`config.mk`:
```
export PLATFORM = sky130hd
export DESIGN_NAME = permute_fsm
export DESIGN_NICKNAME = d
export VERILOG_FILES = /design/src/rtl/permute_fsm.sv
export SDC_FILE = /design/constraint.sdc
export NUM_CORES = 1
export LEC_CHECK = 0
export CAP_MARGIN = 20
export CORE_UTILIZATION = 48
export CTS_CLUSTER_DIAMETER = 200
export DETAILED_ROUTE_END_ITERATION = 12
export GPL_TIMING_DRIVEN = 0
export PLACE_DENSITY = 0.86
export SETUP_SLACK_MARGIN = 0.3
export SYNTH_ARGS = -nofsm -noshare
export SYNTH_HDL_FRONTEND = slang
export SYNTH_SLANG_ARGS = --single-unit
```
`constraint.sdc`:
```
create_clock -name clk -period 2.7 [get_ports clk]
set_input_delay 0.27 -clock clk [delete_from_list [all_inputs] [get_ports clk]]
set_output_delay 0.27 -clock clk [all_outputs]
set_load 0.1 [all_outputs]
```
`src/rtl/permute_fsm.sv`:
```
// permute_fsm: SHAKE core second stage. Absorbs rate blocks published by the
// load stage, sequences the Keccak-f round datapath and squeezes output blocks.
//
// Build option: define PERMUTE_UNROLL2_EN when the round datapath applies two
// rounds per cycle (round_index then carries the even index of each pair and
// NUM_ROUNDS must be even).
//
// state        | meaning
// -------------+--------------------------------------------------------------
// ST_RESET     | zero the Keccak state, clear counters
// ST_WAIT_BLOCK| idle, waiting for a rate block in the input buffer
// ST_PERMUTE   | applying the round function, round_cnt tracks progress
// ST_WAIT_OUTPUT| squeezing, waiting for the output buffer to drain
// ST_FLUSH     | message finished, zero the Keccak state
module permute_fsm #(
    parameter int NUM_ROUNDS  = 24,
    parameter int ROUND_W     = 5,
    parameter int BLOCK_CNT_W = 16
) (
    input  logic                   clk,
    input  logic                   rst,
    input  logic                   input_buffer_ready,
    input  logic                   last_block_in_buffer,
    input  logic                   output_buffer_ready,
    input  logic [BLOCK_CNT_W-1:0] output_blocks,
    output logic                   state_reset,
    output logic                   absorb_enable,
    output logic                   input_buffer_ready_clr,
    output logic                   round_en,
    output logic [ROUND_W-1:0]     round_index,
    output logic                   output_load_enable,
    output logic                   output_buffer_ready_wr,
    output logic                   last_output_block,
    output logic                   busy
);

`ifdef PERMUTE_UNROLL2_EN
    localparam int ROUND_STEP = 2;
`else
    localparam int ROUND_STEP = 1;
`endif

    localparam logic [ROUND_W-1:0] ROUND_STEP_C = ROUND_W'(ROUND_STEP);
    localparam logic [ROUND_W-1:0] ROUND_LAST   = ROUND_W'(NUM_ROUNDS - ROUND_STEP);

    typedef enum logic [2:0] {
        ST_RESET       = 3'd0,
        ST_WAIT_BLOCK  = 3'd1,
        ST_PERMUTE     = 3'd2,
        ST_WAIT_OUTPUT = 3'd3,
        ST_FLUSH       = 3'd4
    } state_t;

    state_t                 state_q, state_d;
    logic [ROUND_W-1:0]     round_cnt_q, round_cnt_d;
    logic [BLOCK_CNT_W-1:0] squeeze_cnt_q, squeeze_cnt_d;
    logic                   last_q, last_d;

    // One extra bit keeps squeeze_cnt + 1 from wrapping at all-ones.
    logic [BLOCK_CNT_W:0] eff_blocks;
    logic [BLOCK_CNT_W:0] squeeze_next;
    logic                 done_now;

    // Block count of zero still emits one block.
    always_comb begin
        eff_blocks   = (output_blocks == '0) ? (BLOCK_CNT_W+1)'(1) : {1'b0, output_blocks};
        squeeze_next = {1'b0, squeeze_cnt_q} + (BLOCK_CNT_W+1)'(1);
        done_now     = (squeeze_next >= eff_blocks);
    end

    // State and counter registers.
    always_ff @(posedge clk or posedge rst) begin
        if (rst) begin
            state_q       <= ST_RESET;
            round_cnt_q   <= '0;
            squeeze_cnt_q <= '0;
            last_q        <= 1'b0;
        end else begin
            state_q       <= state_d;
            round_cnt_q   <= round_cnt_d;
            squeeze_cnt_q <= squeeze_cnt_d;
            last_q        <= last_d;
        end
    end

    // Next-state and output decode.
    always_comb begin
        state_d                = state_q;
        round_cnt_d            = round_cnt_q;
        squeeze_cnt_d          = squeeze_cnt_q;
        last_d                 = last_q;
        state_reset            = 1'b0;
        absorb_enable          = 1'b0;
        input_buffer_ready_clr = 1'b0;
        round_en               = 1'b0;
        round_index            = '0;
        output_load_enable     = 1'b0;
        output_buffer_ready_wr = 1'b0;
        last_output_block      = 1'b0;
        busy                   = 1'b0;

        case (state_q)
            ST_RESET: begin
                state_reset   = 1'b1;
                busy          = 1'b1;
                round_cnt_d   = '0;
                squeeze_cnt_d = '0;
                last_d        = 1'b0;
                state_d       = ST_WAIT_BLOCK;
            end
            ST_WAIT_BLOCK: begin
                if (input_buffer_ready) begin
                    absorb_enable          = 1'b1;
                    input_buffer_ready_clr = 1'b1;
                    last_d                 = last_block_in_buffer;
                    round_cnt_d            = '0;
                    state_d                = ST_PERMUTE;
                end
            end
            ST_PERMUTE: begin
                busy        = 1'b1;
                round_en    = 1'b1;
                round_index = round_cnt_q;
                round_cnt_d = round_cnt_q + ROUND_STEP_C;
                if (round_cnt_q == ROUND_LAST) begin
                    state_d = last_q ? ST_WAIT_OUTPUT : ST_WAIT_BLOCK;
                end
            end
            ST_WAIT_OUTPUT: begin
                busy = 1'b1;
                if (!output_buffer_ready) begin
                    output_load_enable     = 1'b1;
                    output_buffer_ready_wr = 1'b1;
                    last_output_block      = done_now;
                    squeeze_cnt_d          = squeeze_cnt_q + BLOCK_CNT_W'(1);
                    if (done_now) begin
                        state_d = ST_FLUSH;
                    end else begin
                        round_cnt_d = '0;
                        state_d     = ST_PERMUTE;
                    end
                end
            end
            ST_FLUSH: begin
                state_reset   = 1'b1;
                busy          = 1'b1;
                squeeze_cnt_d = '0;
                last_d        = 1'b0;
                round_cnt_d   = '0;
                state_d       = ST_WAIT_BLOCK;
            end
            default: begin
                state_d = ST_RESET;
            end
        endcase

        // Reset wins over every datapath strobe; shared flags are left alone.
        if (rst) begin
            state_reset            = 1'b1;
            busy                   = 1'b1;
            absorb_enable          = 1'b0;
            input_buffer_ready_clr = 1'b0;
            round_en               = 1'b0;
            round_index            = '0;
            output_load_enable     = 1'b0;
            output_buffer_ready_wr = 1'b0;
            last_output_block      = 1'b0;
        end
    end

endmodule

```
==> impl_metrics.yaml <==
status:
  outcome: "finished, violations left"
  violations: "setup timing"
logic_synthesis:
  ys_types: 43
  synth-edff-count: 0
  avgSynthCellArea_um2: 8.18
  ys_top_cells_by_area: "dfrtp_1 (31%), ha_1 (11%), nand3_1 (7.9%)"
  synth_top_area_share_pct: 31.0
  synth_top_cell_by_area: "dfrtp_1"
  syn_inst: 247
  syn_area_um2: 2020
  synth-async-reset-ratio_pct: 100
  synth-simple-area-share_pct: 29.7
  ys.flop_type: "dfrtp_1"
  synth_compound_area_share_pct: 14.3
  syn_nets: 286
  ys_seq_area_share_pct: 31.0
  synth_seq_cells: 25
  synthMuxAreaShare_pct: 0
  synth_xor_area_share_pct: 6.87
  synth_top_family_by_area: "simple AND/OR/NAND/NOR gates"
  synth_warnings: 0
  post-synth-top-count-cell: "nand3_1"
  synth_adder_area_share_pct: 11.1
  yosys-top-cells-count: "nand3_1 (32), dfrtp_1 (25), nand2_1 (22)"
cts:
  clock-sinks: 25
  path_clk_slew_ns: 0.10
  cts_root_buffer: "clkbuf_8"
  clock_path_buffers: 2
  cts_tree: "done"
  clk_latency_ns: 0.28
  numCtsBuffers: 3
  h-tree-depth: 1
power_and_ir_drop:
  clockPowerShare_pct: 14.2
  p_seq_share_pct: 30.8
  leakage_nw: 1.32
  ir_drop_v: 0.000492
  combPwrFrac_pct: 55.1
  netSwitchingFraction_pct: 49.6
  p_sw_w: 0.000808
  p_int_w: 0.000822
  p_per_area_nw_per_um2: 591
global_routing:
  grt_max_degree: 28
  grt_pass1_vias: 1851
  grt_antenna_before_repair: 0
  grt_pass1_wl_mm: 8.46
  overflow: 0
  grt.total_usage_pct: 24.8
floorplanning:
  io_pins: 34
  die_w_um: 66.9
  num_rows: 23
  core_area_um2: 4030
  die_y_um: 66.9
  dieArea_um2: 4470
  start_util_pct: 50.2
routing:
  drc: 0
  drt_iter0_markers: 186
  vias: 2086
  drt-vias-per-instance: 5.96
  first_pass_iters: 5
  ant_nets: 0
  drt-wirelength-per-cell_um: 16.1
  wirelength_mm: 5.65
timing:
  whs_ns: 0.203
  setup_viol: 6
  slew_violations: 0
  rsz0062_at_grt: "yes"
  finalCriticalPeriod_ns: 3.18
  fin_setup_tns_ns: -1.02
  hold_violations: 0
  fmaxAchievable_mhz: 314
  fin_worst_skew_ns: 0.0122
  relSlewSlack_pct: 60.1
  layout_setup_ws_ns: -0.481
  final.period_utilization_pct: 118
  worst_pin_slew_ns: 0.597
placed_design:
  hpwlAfterDp_mm: 3.52
  place.gp.congestion: 0.862
  port_buffers: 33
  place_area_um2: 2500
critical_path:
  worstSetupPathType: "flop to output port"
  crit_path_end_kind: "output port"
  path_buf_inv: 2
  cp.required_ns: 2.43
  r2r_slack_ns: -0.14
  path_delay_family: "simple AND/OR/NAND/NOR gates"
  cp_cell_sequence: "ha_4 > nand3_4 > nor2_4 > buf_6 > xor2_1 > ha_1 > and4_1 > a311o_1 > a21o_1 > nor2_4 > nor3_4 > buf_12"
  critical_path.most_common_cell: "nor2_4"
  worst_setup_path_start_kind: "flop"
  max_stage_delay_ns: 0.42
  crit_fanout: 5
  cp.arrival_ns: 2.91
  crit_slowest_cell: "dfrtp_2"
finish:
  diodes: 0
  multi_input_area_um2: 1440
  num-nets-final: 340
  stdcell_area_um2: 2760
  drive_gt1_share_pct: 29.3
  n_fill_cell: 303
  regArea_um2: 634
  syn2layout_area_growth_pct: 36.5
run:
  maxCapViolations: 0
min_path:
  hp-class: "input port to asynchronous set/reset pin"
==> worst register-to-register path, cell delays in order (launching register included) <==
cell and delay, ns:
dfrtp_2 0.42, ha_4 0.17, nand3_4 0.11, nor2_4 0.22, buf_6 0.13, xor2_1 0.15, ha_1 0.27, and4_1 0.21
a311o_1 0.36, a21o_1 0.21, nor2_4 0.16, buf_4 0.12, buf_4 0.12, o21ai_0 0.09
==> cells in the final DEF, fill, tap and decap left out, types with 3 or more instances in the layout <==
cell,n
nor3_1,5
a31oi_1,3
inv_1,19
ha_1,16
clkbuf_4,5
xnor2_1,7
nand2b_1,5
and2_4,5
nand4_1,3
clkbuf_8,3
nand2_1,20
o21ai_0,12
nor2_4,6
clkdlybuf4s50_1,19
dfrtp_1,18
buf_2,11
nand3_1,30
a21oi_1,13
nor4_1,3
xor2_1,4
nor2_1,8
and3_4,3
dfrtp_2,7
buf_4,19
==> path summary, 6_finish.rpt <==
check | from | cells past startpoint | endpoint
max | squeeze_cnt_q[1]$_DFFE_PP0P_ | 12 | last_output_block
min | rst | 2 | squeeze_cnt_q[10]$_DFFE_PP0P_
max reg2reg | squeeze_cnt_q[1]$_DFFE_PP0P_ | 13 | round_cnt_q[4]$_DFFE_PP0P_
min reg2reg | squeeze_cnt_q[13]$_DFFE_PP0P_ | 1 | squeeze_cnt_q[13]$_DFFE_PP0P_
max in group asynchronous | rst | 2 | squeeze_cnt_q[8]$_DFFE_PP0P_
min in group clk | squeeze_cnt_q[13]$_DFFE_PP0P_ | 1 | squeeze_cnt_q[13]$_DFFE_PP0P_
==> power by group through the flow <==
stage	Combinational, W	Sequential [W]	Clock [W]
after global placement	0.000811	0.000502	0
after floorplan	0.000627	0.000488	0
after detailed placement	0.000825	0.000504	0
after CTS	0.000839	0.000495	0.000231
final	0.000898	0.000502	0.000231
after global routing	0.000960	0.000508	0.000252
==> area by class of cell <==
| type | count | share of cell area, % |
|---|---|---|
| clock buffers | 4 | 1.63 |
| multi-input cells | 190 | 52.4 |
| plain buffers | 12 | 2.50 |
| inverters | 20 | 2.86 |
| flip-flops and latches | 25 | 23.0 |
| well taps | 50 | 2.27 |
| repair buffers | 49 | 15.4 |
==> through the flow <==
stage / cells / setup slack (ns) / total power, W / utilization, %
after floorplan: 247 / -0.392 / 0.00111 / -
after global placement: 330 / -1.23 / 0.00131 / 62.1
after detailed placement: 330 / -1.28 / 0.00133 / 62.1
after CTS: 344 / -0.447 / 0.00156 / 66.3
after global routing: 350 / -0.582 / 0.00172 / 68.4
final: 350 / -0.481 / 0.00163 / 68.4
==> per-layer routing <==
layer | global-route usage (%) | wire length [um]
met1 | 33.1 | 2210
met2 | 40.8 | 2860
met3 | 4.28 | 397
met4 | 7.18 | 185
met5 | 0 | 0
==> timing repair <==
| action | CTS | global route |
|---|---|---|
| pin swaps | 20 | 13 |
| gates resized for setup | 82 | 30 |
| buffers inserted | 10 | 6 |
| hold buffers | 0 | 0 |
| setup endpoints to repair | 20 | 17 |
| gates cloned | 0 | 0 |
==> registers in the layout, summed over array words and instances (netlist names) <==
| register | cells |
|---|---|
| round_cnt_q | 5 |
| state_q | 3 |
| last_q | 1 |
| squeeze_cnt_q | 16 |
==> kinds of logic (layout without fill, tap and decap cells) <==
| group | Yosys count | after routing |
|---|---|---|
| compound gates | 47 | 47 |
| xor+xnor | 15 | 15 |
| fa+ha+maj | 18 | 18 |
| buf+inv | 32 | 85 |
| flops | 25 | 25 |
| simple gates | 110 | 110 |
(Power assumes the default switching activity.)
